## src/rtl/square_check_if.sv

```systemverilog
// rtl/square_check_if.sv - start/valid handshake bundle between a root source and the squarer check
interface square_check_if #(
  parameter int N_BITS = 32
);

  localparam int RW = N_BITS / 2 + 1;

  logic                     start;
  logic signed [RW-1:0]     root;
  logic signed [N_BITS-1:0] target;
  logic                     busy;
  logic                     valid;
  logic [N_BITS:0]          square;
  logic                     root_ok;

  modport master (
    output start,
    output root,
    output target,
    input  busy,
    input  valid,
    input  square,
    input  root_ok
  );

  modport slave (
    input  start,
    input  root,
    input  target,
    output busy,
    output valid,
    output square,
    output root_ok
  );

endinterface

```

## src/rtl/square_check.sv

```systemverilog
// rtl/square_check.sv - iterative shift-add squarer confirming a candidate floor square root
module square_check #(
  parameter int N_BITS = 32
) (
  input  logic          clk,
  input  logic          rst,
  square_check_if.slave bus
);

  // Root width, iteration count, counter width, square width, compare width
  localparam int RW = N_BITS / 2 + 1;
  localparam int W  = RW;
  localparam int CW = $clog2(W + 1);
  localparam int SW = N_BITS + 1;
  localparam int NW = N_BITS + 2;

  typedef enum logic [1:0] {
    IDLE = 2'd0,
    RUN  = 2'd1,
    DONE = 2'd2
  } state_t;

  state_t          state_q, state_d;
  logic [RW-1:0]   a_q, a_d;
  logic [N_BITS-1:0] tgt_q, tgt_d;
  logic [SW-1:0]   acc_q, acc_d;
  logic [CW-1:0]   cnt_q, cnt_d;
  logic [SW-1:0]   sq_q, sq_d;
  logic            ok_q, ok_d;

  logic            accept;
  logic            last;
  logic [RW-1:0]   root_u;
  logic [RW-1:0]   root_abs;
  logic [SW-1:0]   partial;
  logic [SW-1:0]   acc_sum;
  logic [NW-1:0]   next_sq;
  logic [NW-1:0]   tgt_ext;
  logic            ok_calc;

  // Handshake decode and the arithmetic for one multiplier bit
  always_comb begin
    accept   = bus.start && ((state_q == IDLE) || (state_q == DONE));
    last     = (state_q == RUN) && (cnt_q == CW'(W - 1));
    root_u   = $unsigned(bus.root);
    // RW bits hold 2^(N_BITS/2) unsigned, so the most negative root does not wrap
    root_abs = root_u[RW-1] ? (~root_u + RW'(1)) : root_u;
    partial  = a_q[cnt_q] ? (SW'(a_q) << cnt_q) : '0;
    acc_sum  = acc_q + partial;
    // (a+1)^2 = a^2 + 2a + 1, one bit wider so it cannot overflow
    next_sq  = NW'(acc_sum) + (NW'(a_q) << 1) + NW'(1);
    tgt_ext  = NW'(tgt_q);
    ok_calc  = !tgt_q[N_BITS-1] && (NW'(acc_sum) <= tgt_ext) && (next_sq > tgt_ext);
  end

  // State register
  always_ff @(posedge clk) begin
    if (rst) begin
      state_q <= IDLE;
    end else begin
      state_q <= state_d;
    end
  end

  // Next-state: fixed W-cycle run, DONE can re-accept back to back
  always_comb begin
    state_d = state_q;
    case (state_q)
      IDLE: begin
        if (bus.start) begin
          state_d = RUN;
        end
      end
      RUN: begin
        if (last) begin
          state_d = DONE;
        end
      end
      DONE: begin
        state_d = bus.start ? RUN : IDLE;
      end
      default: begin
        state_d = IDLE;
      end
    endcase
  end

  // Datapath next values: capture on accept, accumulate in RUN, publish on the last bit
  always_comb begin
    a_d   = a_q;
    tgt_d = tgt_q;
    acc_d = acc_q;
    cnt_d = cnt_q;
    sq_d  = sq_q;
    ok_d  = ok_q;
    if (accept) begin
      a_d   = root_abs;
      tgt_d = $unsigned(bus.target);
      acc_d = '0;
      cnt_d = '0;
    end else if (state_q == RUN) begin
      acc_d = acc_sum;
      cnt_d = cnt_q + CW'(1);
      if (last) begin
        sq_d = acc_sum;
        ok_d = ok_calc;
      end
    end
  end

  // Datapath registers; reset discards any in-flight result
  always_ff @(posedge clk) begin
    if (rst) begin
      a_q   <= '0;
      tgt_q <= '0;
      acc_q <= '0;
      cnt_q <= '0;
      sq_q  <= '0;
      ok_q  <= 1'b0;
    end else begin
      a_q   <= a_d;
      tgt_q <= tgt_d;
      acc_q <= acc_d;
      cnt_q <= cnt_d;
      sq_q  <= sq_d;
      ok_q  <= ok_d;
    end
  end

  // Outputs decoded from registered state only
  always_comb begin
    bus.busy    = (state_q != IDLE);
    bus.valid   = (state_q == DONE);
    bus.square  = sq_q;
    bus.root_ok = ok_q;
  end

endmodule

```

## src/flat_wrapper.sv

```systemverilog
// flat-port wrapper written by rule: the top's interface ports become plain ports
module square_check_flat 
#(
  parameter int N_BITS = 32
)
  (clk, rst, bus_start, bus_root, bus_target, bus_busy, bus_valid, bus_square, bus_root_ok);
  square_check_if #(.N_BITS(N_BITS)) bus_i ();
  input  logic clk;
  input  logic rst;
  input wire logic [$bits(bus_i.start)-1:0] bus_start;
  input wire logic [$bits(bus_i.root)-1:0] bus_root;
  input wire logic [$bits(bus_i.target)-1:0] bus_target;
  output wire logic [$bits(bus_i.busy)-1:0] bus_busy;
  output wire logic [$bits(bus_i.valid)-1:0] bus_valid;
  output wire logic [$bits(bus_i.square)-1:0] bus_square;
  output wire logic [$bits(bus_i.root_ok)-1:0] bus_root_ok;
  assign bus_i.start = bus_start;
  assign bus_i.root = bus_root;
  assign bus_i.target = bus_target;
  assign bus_busy = bus_i.busy;
  assign bus_valid = bus_i.valid;
  assign bus_square = bus_i.square;
  assign bus_root_ok = bus_i.root_ok;
  square_check #(.N_BITS(N_BITS)) u_core (.clk(clk), .rst(rst), .bus(bus_i));
endmodule
```

## config.mk

```make
export PLATFORM = sky130hd
export DESIGN_NAME = square_check_flat
export DESIGN_NICKNAME = d
export VERILOG_FILES = /design/src/rtl/square_check_if.sv /design/src/rtl/square_check.sv /design/src/flat_wrapper.sv
export SDC_FILE = /design/constraint.sdc
export NUM_CORES = 1
export LEC_CHECK = 0
export ABC_AREA = 1
export CAP_MARGIN = 20
export CORE_MARGIN = 5
export CORE_UTILIZATION = 55
export DETAILED_ROUTE_END_ITERATION = 8
export PLACE_DENSITY = 0.76
export SKIP_CTS_REPAIR_TIMING = 1
export SYNTH_ARGS = -nofsm -noshare
export SYNTH_HDL_FRONTEND = slang
export SYNTH_SLANG_ARGS = --single-unit
export TNS_END_PERCENT = 10
```

## constraint.sdc

```tcl
create_clock -name clk -period 9.2 [get_ports clk]
set_input_delay 1.84 -clock clk [delete_from_list [all_inputs] [get_ports clk]]
set_output_delay 1.84 -clock clk [all_outputs]
set_load 0.02 [all_outputs]
```

==> results of run 1 <==
[registers in the layout, summed over array words and instances (netlist names)]
| register | flops |
|---|---|
| u_core.acc_q | 33 |
| u_core.bus.square | 33 |
| u_core.tgt_q | 32 |
| u_core.a_q | 17 |
| u_core.cnt_q | 5 |
| u_core.state_q | 2 |
| u_core.bus.root_ok | 1 |
[area by class of cell]
type,count,share of cell area [%]
Sequential cell,123,18.82
Multi-Input combinational cell,1311,57.58
Inverter,321,9.228
Timing Repair Buffer,95,7.115
Clock inverter,14,1.320
Tap cell,270,2.582
Clock buffer,18,3.357
[placed cells by master (no fill, tap or decap), types with 3 or more instances in the layout]
cell type	instances
o211ai_1	31
nand2_1	449
nand3_2	13
o21a_1	3
nor2_1	163
nand2_2	34
a21oi_1	97
a211oi_1	7
clkinv_4	4
o21ai_0	139
inv_2	14
o21ai_1	4
nor4_1	8
nand3_1	47
a22oi_1	5
clkinv_1	6
dfxtp_1	123
inv_1	300
xor2_1	38
nor3_1	32
buf_4	8
nand4_1	19
xnor2_1	11
o22ai_1	13
nor2_4	12
mux2i_1	5
inv_6	5
clkbuf_16	17
o32ai_1	3
clkdlybuf4s50_1	87
a31oi_1	6
ha_1	120
and3_1	3
a21o_1	5
inv_8	3
nand2_4	9
nor2_2	10
[logic make-up after synthesis]
group,after synthesis
mux,5
fa+ha+maj,122
xor+xnor,49
flops,123
buf+inv,372
simple gates,813
compound gates,322
[worst register-to-register path, delay by kind of cell (launching register included)]
| family | cells | cell delay, ps |
|---|---|---|
| adder cells (fa/ha/maj) | 3 | 940 |
| XOR/XNOR | 2 | 640 |
| buffers and inverters | 3 | 940 |
| flip-flops | 1 | 470 |
| AO/OA/AOI/OAI | 7 | 1100 |
| AND/OR/NAND/NOR | 27 | 2990 |
[synthesized netlist by cell type, types with 2 or more instances]
| master | count |
|---|---|
| nand2_1 | 449 |
| inv_1 | 300 |
| nor2_1 | 166 |
| o21ai_0 | 139 |
| dfxtp_1 | 123 |
| ha_1 | 120 |
| a21oi_1 | 97 |
| nand3_1 | 47 |
| xor2_1 | 38 |
| clkbuf_1 | 37 |
| nand2_2 | 34 |
| nor3_1 | 32 |
| o211ai_1 | 31 |
| nand4_1 | 19 |
| inv_2 | 14 |
| nand3_2 | 13 |
| o22ai_1 | 13 |
| xnor2_1 | 11 |
| buf_2 | 10 |
| nor2_4 | 10 |
| nand2_4 | 9 |
| nor2_2 | 9 |
| nor4_1 | 8 |
| a211oi_1 | 7 |
| a31oi_1 | 6 |
| clkinv_1 | 6 |
| a21o_1 | 5 |
| a22oi_1 | 5 |
| mux2i_1 | 5 |
| o21ai_1 | 4 |
| and3_1 | 3 |
| o21a_1 | 3 |
| o32ai_1 | 3 |
| and2_1 | 2 |
| buf_1 | 2 |
| fa_1 | 2 |
| nand3b_4 | 2 |
| nor3_2 | 2 |
| o31ai_1 | 2 |
| or2_2 | 2 |
[power by group]
group,leakage [nW],internal [mW],switching [mW]
logic,5.59,0.181,0.332
clock network,0.302,0.418,0.293
registers,1.00,0.561,0.0278
[metal layers]
| metal | track usage, % | part of all wire (%) | vias to the layer above |
|---|---|---|---|
| li1 | - | - | 5926 |
| met2 | 50.89 | 46 | 439 |
| met5 | 0 | 0 | - |
| met3 | 4.132 | 5.7 | 121 |
| met1 | 38.69 | 43 | 5314 |
| met4 | 13.41 | 4.8 | 0 |
[worst max-delay path by stage]
stage | to | slack (ps) | cells past startpoint
finish | u_core.bus.root_ok | 2040 | 42
global route | u_core.bus.root_ok | 1350 | 42
CTS | u_core.bus.root_ok | 2170 | 42
detailed placement | u_core.bus.root_ok | 2260 | 42
global placement | u_core.bus.root_ok | 2440 | 39
floorplan | u_core.bus.root_ok | 3960 | 41
[through the flow]
step | instance area, um^2 | instances
3_3_place_gp | 12470 | 2120
6_report | 13080 | 2152
4_1_cts | 13080 | 2152
5_1_grt | 13080 | 2152
2_1_floorplan | 11400 | 1806
3_5_place_dp | 12470 | 2120
==> results_dict.tcl, run 1 <==
set metrics [dict create \
    powerDensity_mw_per_mm2 138.4 \
    multi_input_area_mm2 0.007533 \
    seqCellArea_mm2 0.002462 \
    area_delta_synth_final_pct 14.76 \
    arrival_ps 7520 \
    synth_cell_types 56 \
    insertion_delay_ps 430 \
    grt_pass1_wl_um 57620 \
    grt_use_total_pct 30.29 \
    synth_top_area_share_pct 21.60 \
    status "finished clean" \
    cts_root_buffer "clkbuf_16" \
    drc 0 \
    dp_hpwl_um 29360 \
    synth_edf_count 0 \
    min-delay-start "u_core.bus.square[4]" \
    fin_util_pct 64.45 \
    slowest_delay_ps 690 \
    die_h_um 154.0 \
    gp_congestion 1.008 \
    synth.net_count 1980 \
    synthXorXnorAreaFrac_pct 3.764 \
    die_area_mm2 0.02371 \
    static-leakage-power_nw 6.891 \
    detailedPlace.worstSlack_ps 2255 \
    vdd_ir_drop_max_mv 0.1132 \
    cp_max_fo 33 \
    num_antenna_cells 0 \
    cp-end-kind "flip-flop" \
    synth_area_leaders "dfxtp_1 (22%), nand2_1 (15%), ha_1 (13%), inv_1 (9.9%), o21ai_0 (6.1%)" \
    whs_endpoint "u_core.bus.square[4]" \
    path_class "flip-flop to flip-flop" \
    min_period_over_period_pct 77.81 \
    worst_setup_path_start_kind "flip-flop" \
    max_freq_ghz 0.1397 \
    dr.pass1.iters 7 \
    path_clk_slew_ps 70 \
    io_pins 88 \
    grt_max_degree 56 \
    r2r-end "u_core.bus.root_ok" \
    drt_wl_total_um 36690 \
    relSlewSlack_pct 40.43 \
    drt_iter0_drc 943 \
    synth_compound_area_share_pct 15.97 \
    route.detailed.vias_per_inst 5.483 \
    yosysSeqAreaShare_pct 21.60 \
    die_x_um 154.0 \
    hold_path_class "flip-flop to flip-flop" \
    worst_slew_pin_slew_ps 892.3 \
    htreeDepth 4 \
    ys.flop_type "dfxtp_1" \
    synthCells 1806 \
    r2r_slack_ps 2040 \
    antenna_found_initial 0 \
    cts.sinks 123 \
    yosys.area_share.adder_pct 13.52 \
    vias 11800 \
    critical_path.top_delay_family "simple AND/OR/NAND/NOR gates" \
    hold_ws_ps 467.7 \
    ant_nets 0 \
    cts_buffer_depth 2 \
    synth-simple-area-share_pct 32.23 \
    ys_ff_latch 123 \
    setup.worst_path.start "u_core.cnt_q[1]" \
    avgSynthCellArea_um2 6.313 \
    rsz0062_at_grt "no" \
    fin_crit_ps 7159 \
    synth_top_family_by_area "simple AND/OR/NAND/NOR gates" \
    cts_tree "done" \
    synthMuxAreaShare_pct 0.4390 \
    critPathBufInv 3 \
    total_power_mw 1.811 \
    initial_utilization_pct 56.16 \
    synth_area_leader_cell "dfxtp_1" \
    core_area_mm2 0.02030 \
    setup_slack_ps 2041 \
    reg2reg_from "u_core.cnt_q[1]" \
    cap_violations 0 \
    drive_above_1_share_pct 7.705 \
    grt_pass1_vias 11034 \
    nets 2043 \
    finalSetupTns_ps 0 \
    finalSetupViolCount 0 \
    avgRoutedWirePerCell_um 17.05 \
    crit_path_frequent_cell "nand2_1" \
    numCtsBuffers 17 \
    reg2reg_depth 42 \
    overflow 0 \
    finClkSkew_ps 12.99 \
    slowest_stage "inv_1" \
    netlist_area_mm2 0.01140 \
    cp.required_ps 9560 \
    ys_warn_count 0 \
    num_rows 52 \
    finalHoldViolations 0 \
    io_buffers 87 \
    n_fill_cell 1961 \
    hold_path_depth 2 \
    drv_slew 0 \
    synthArstFlopShare_pct 0 \
]
Note: power is estimated with default switching activity, not from simulation.
==> run 2: changes to the inputs <==
--- a/config.mk
+++ b/config.mk
@@ -10,7 +10,7 @@
 export CORE_MARGIN = 5
 export CORE_UTILIZATION = 55
 export DETAILED_ROUTE_END_ITERATION = 8
-export PLACE_DENSITY = 0.76
+export PLACE_DENSITY = 0.79
 export SKIP_CTS_REPAIR_TIMING = 1
 export SYNTH_ARGS = -nofsm -noshare
 export SYNTH_HDL_FRONTEND = slang
==> constraint.sdc (replaced) <==
create_clock -name clk -period 6.3 [get_ports clk]
set_input_delay 1.26 -clock clk [delete_from_list [all_inputs] [get_ports clk]]
set_output_delay 1.26 -clock clk [all_outputs]
set_load 0.02 [all_outputs]
==> results_dict.tcl, run 2 (synthesized netlist as in run 1, its figures left out) <==
set metrics [dict create \
    status "finished clean" \
    r2r_slack_ps 400 \
    fin_crit_ps 5899 \
    finalHoldViolations 0 \
    drc 0 \
    vdd_ir_drop_max_mv 0.1868 \
    ant_nets 0 \
    grt_pass1_vias 11402 \
    fin_util_pct 67.87 \
    drt_iter0_drc 969 \
    reg2reg_from "u_core.cnt_q[0]" \
    htreeDepth 4 \
    min_period_over_period_pct 93.63 \
    cp_max_fo 16 \
    die_x_um 154.0 \
    n_fill_cell 1863 \
    num_antenna_cells 0 \
    reg2reg_depth 41 \
    drv_slew 0 \
    insertion_delay_ps 420 \
    static-leakage-power_nw 7.144 \
    total_power_mw 2.694 \
    max_freq_ghz 0.1695 \
    num_rows 52 \
    crit_path_frequent_cell "nand2_1" \
    io_pins 88 \
    core_area_mm2 0.02030 \
    slowest_delay_ps 420 \
    cts.sinks 123 \
    min-delay-start "u_core.bus.square[3]" \
    drive_above_1_share_pct 12.81 \
    cp-end-kind "flip-flop" \
    critical_path.top_delay_family "simple AND/OR/NAND/NOR gates" \
    powerDensity_mw_per_mm2 195.5 \
    overflow 0 \
    slowest_stage "o311ai_4" \
    grt_pass1_wl_um 59150 \
    gp_congestion 0.9920 \
    cts_tree "done" \
    hold_path_depth 2 \
    final_cells 2198 \
    whs_endpoint "u_core.bus.square[3]" \
    numCtsBuffers 17 \
    area_delta_synth_final_pct 20.84 \
    initial_utilization_pct 56.16 \
    cap_violations 0 \
    relSlewSlack_pct 49.92 \
    vias 12114 \
    placed_area_mm2 0.01270 \
    avgRoutedWirePerCell_um 17.49 \
    finClkSkew_ps 10.50 \
    arrival_ps 6200 \
    final_common_cell "nand2_1" \
    stdcell_area_mm2 0.01378 \
    io_buffers 87 \
    critPathBufInv 6 \
    r2r-end "u_core.bus.root_ok" \
    worst_slew_pin_slew_ps 749.4 \
    route.detailed.vias_per_inst 5.511 \
    finalSetupViolCount 0 \
    path_clk_slew_ps 60 \
    cts_root_buffer "clkbuf_16" \
    cp.required_ps 6600 \
    path_class "flip-flop to flip-flop" \
    dp_cells 2151 \
    grt_max_degree 53 \
    die_h_um 154.0 \
    hold_path_class "flip-flop to flip-flop" \
    worst_setup_path_start_kind "flip-flop" \
    die_area_mm2 0.02371 \
    layout_common_cells "nand2_1 (447), inv_1 (299), nor2_1 (158)" \
    cts_buffer_depth 2 \
    dp_hpwl_um 30840 \
    grt_use_total_pct 31.26 \
    nets 2090 \
    drt_wl_total_um 38430 \
    antenna_found_initial 0 \
    dr.pass1.iters 5 \
]
run 2: changes by cell type in the layout (fill, tap and decap cells not counted), sizes merged:
cell	delta
buf	+46
clkbuf	+2
clkinvlp	+7
bufinv	+1
inv	-9
clkinv	-1
run 2: power breakdown:
group          total [mW]  leakage [nW]  internal, mW  switching (mW)
Clock                1.01         0.274         0.629           0.378
Combinational       0.833          5.87         0.311           0.522
Sequential          0.854          1.00         0.820          0.0340
Total                2.69          7.14          1.76           0.934
run 2: area by class of cell:
class | count | area, um^2 | area share (%)
sequential | 123 | 2465 | 17.89
multi-input combinational | 1311 | 7881 | 57.21
timing repair inverter | 1 | 5.005 | 0.03633
timing repair buffer | 141 | 1284 | 9.318
clock buffer | 20 | 446.7 | 3.242
tap | 270 | 337.8 | 2.452
clock inverter | 11 | 146.4 | 1.063
inverter | 321 | 1211 | 8.791
run 2: how the worst max path moves through the flow:
stage	startpoint	end	slack [ps]	depth (start not counted)
CTS	u_core.cnt_q[0]	u_core.bus.root_ok	-70	42
global route	u_core.cnt_q[0]	u_core.bus.root_ok	-80	42
global placement	u_core.cnt_q[0]	u_core.bus.root_ok	100	41
finish	u_core.cnt_q[0]	u_core.bus.root_ok	400	41
floorplan	u_core.cnt_q[0]	u_core.bus.root_ok	1060	41
detailed placement	u_core.cnt_q[0]	u_core.bus.root_ok	-30	42
run 2: worst min-delay path: stages (launching register included):
cell,delay [ps]
dfxtp_1,310
nand2_1,60
a21oi_1,60
run 2: metrics by stage:
stage	TNS, ps	worst slack (ps)	hold slack (ps)
after floorplan	0	1058	451.0
after global placement	0	97.91	461.5
after detailed placement	-32.10	-32.10	464.2
after CTS	-73.48	-73.48	473.1
after global routing	-79.13	-79.13	493.5
final	0	401.3	473.8
run 2: metal layers:
layer	share of wire, %	track usage [%]	vias up	routed length (um)
li1	-	-	6012	-
met5	0	0	-	0
met1	41	37.83	5559	15830
met2	48	55.05	445	18440
met4	4.5	13.75	0	1743
met3	6.3	4.328	98	2428
==> run 3: changes to the inputs <==
--- a/config.mk
+++ b/config.mk
@@ -10,7 +10,7 @@
 export CORE_MARGIN = 5
 export CORE_UTILIZATION = 55
 export DETAILED_ROUTE_END_ITERATION = 8
-export PLACE_DENSITY = 0.79
+export PLACE_DENSITY = 0.76
 export SKIP_CTS_REPAIR_TIMING = 1
 export SYNTH_ARGS = -nofsm -noshare
 export SYNTH_HDL_FRONTEND = slang
==> constraint.sdc (replaced) <==
create_clock -name clk -period 5.98 [get_ports clk]
set_input_delay 1.196 -clock clk [delete_from_list [all_inputs] [get_ports clk]]
set_output_delay 1.196 -clock clk [all_outputs]
set_load 0.02 [all_outputs]
==> results_dict.tcl, run 3 (synthesized netlist as in run 1, its figures left out) <==
set metrics [dict create \
    cap_violations 0 \
    drc 0 \
    relSlewSlack_pct 51.87 \
    r2r_slack_ps -1 \
    crit_path_frequent_cell "nand2_1" \
    max_freq_ghz 0.1672 \
    initial_utilization_pct 56.16 \
    worst_slew_pin_slew_ps 721.1 \
    cp_max_fo 7 \
    arrival_ps 6280 \
    vdd_ir_drop_max_mv 0.1675 \
    die_h_um 154.0 \
    worst_setup_path_start_kind "flip-flop" \
    grt_pass1_vias 11298 \
    finClkSkew_ps 12.50 \
    static-leakage-power_nw 7.473 \
    numCtsBuffers 17 \
    insertion_delay_ps 430 \
    avgRoutedWirePerCell_um 18.17 \
    cp-end-kind "flip-flop" \
    io_buffers 87 \
    path_clk_slew_ps 70 \
    drt_iter0_drc 1164 \
    htreeDepth 4 \
    drv_slew 0 \
    drive_above_1_share_pct 18.59 \
    grt_pass1_wl_um 59130 \
    grt_max_degree 53 \
    fin_crit_ps 5981 \
    reg2reg_depth 40 \
    area_delta_synth_final_pct 30.21 \
    powerDensity_mw_per_mm2 200.7 \
    die_area_mm2 0.02371 \
    vias 12649 \
    drt_wl_total_um 40770 \
    die_x_um 154.0 \
    p_switching_mw 1.072 \
    cp.required_ps 6280 \
    cts_tree "done" \
    dp_hpwl_um 30690 \
    core_area_mm2 0.02030 \
    final_common_cell "nand2_1" \
    switching_share_pct 35.98 \
    antenna_found_initial 0 \
    hold_path_class "flip-flop to flip-flop" \
    cts.sinks 123 \
    stdcell_area_mm2 0.01485 \
    p_int_mw 1.908 \
    reg2reg_from "u_core.cnt_q[0]" \
    hold_ws_ps 467.8 \
    route.detailed.vias_per_inst 5.637 \
    status "finished, violations left" \
    finalSetupViolCount 1 \
    setup_slack_ps -1.337 \
    violations "setup timing" \
    nets 2136 \
    n_fill_cell 1656 \
    cts_root_buffer "clkbuf_16" \
    placed_area_mm2 0.01285 \
    overflow 0 \
    pwr-share-comb_pct 33.5 \
    fin_util_pct 73.13 \
    gp_congestion 0.9911 \
    min-delay-start "u_core.bus.square[4]" \
    grt_use_total_pct 31.20 \
    min_period_over_period_pct 100.0 \
    rsz0062_at_grt "yes" \
    seqPwrFrac_pct 30.3 \
    ant_nets 0 \
    io_pins 88 \
    detailedPlace.worstSlack_ps -134.7 \
    path_class "flip-flop to flip-flop" \
    cts_buffer_depth 2 \
    finalHoldViolations 0 \
    clkPwrFrac_pct 36.2 \
    hold_path_depth 2 \
    layout_common_cells "nand2_1 (422), inv_1 (294), nor2_1 (147)" \
    dr.pass1.iters 9 \
    setup.worst_path.start "u_core.cnt_q[0]" \
    slowest_stage "dfxtp_4" \
    num_antenna_cells 0 \
    num_rows 52 \
    slowest_delay_ps 380 \
]
## run 3: cell types whose count changed in the layout (fill, tap and decap cells not counted), sizes merged
cell / before / now
clkinvlp: 7 / 3
clkbuf: 20 / 22
buf: 54 / 98
inv: 314 / 319
bufinv: 3 / 2
## run 3: critical path, delay by kind of cell, from the launching register on
kind                       cells  cell delay (ps)
DFF                            1              380
xor gates and xnor gates       2              460
buffers and inverters          3              440
adders and majority gates      3              860
AOI/OAI and AO/OA              6             1090
and+or+nand+nor               26             2570
## run 3: metal layers
| metal | vias to the layer above | GRT usage, % | part of all wire (%) |
|---|---|---|---|
| met1 | 5765 | 38.89 | 40 |
| met2 | 609 | 53.12 | 47 |
| li1 | 6104 | - | - |
| met3 | 171 | 4.778 | 6.7 |
| met5 | - | 0 | 0 |
| met4 | 0 | 13.96 | 5.7 |
## run 3: stage by stage
stage | instances | power (mW) | TNS (ps)
6_report | 2244 | 2.980 | -1.337
5_1_grt | 2244 | 3.106 | -328.9
4_1_cts | 2200 | 2.803 | -212.4
3_5_place_dp | 2169 | 1.733 | -134.7
3_3_place_gp | 2169 | 1.719 | -92.05
2_1_floorplan | 1806 | 1.450 | 0
## run 3: power groups by stage
stage | clock network, mW | logic [mW] | registers, mW
after floorplan | 0 | 0.551 | 0.899
after global placement | 0 | 0.808 | 0.911
after detailed placement | 0 | 0.821 | 0.912
after CTS | 1.08 | 0.830 | 0.894
after global routing | 1.12 | 1.08 | 0.904
final | 1.08 | 0.998 | 0.902
## run 3: final cells by class
cell class | instances | area (um^2) | area share (%)
clock inverter | 11 | 133.9 | 0.9018
clock buffer | 20 | 466.7 | 3.144
timing repair buffer | 187 | 1708 | 11.50
multi-input combinational | 1311 | 8504 | 57.29
inverter | 321 | 1216 | 8.192
timing repair inverter | 1 | 7.507 | 0.05057
sequential | 123 | 2471 | 16.65
tap | 270 | 337.8 | 2.276
## run 3: worst paths after layout
kind,to
max,u_core.bus.root_ok
min,u_core.bus.square[4]
max reg2reg,u_core.bus.root_ok
min reg2reg,u_core.bus.square[4]
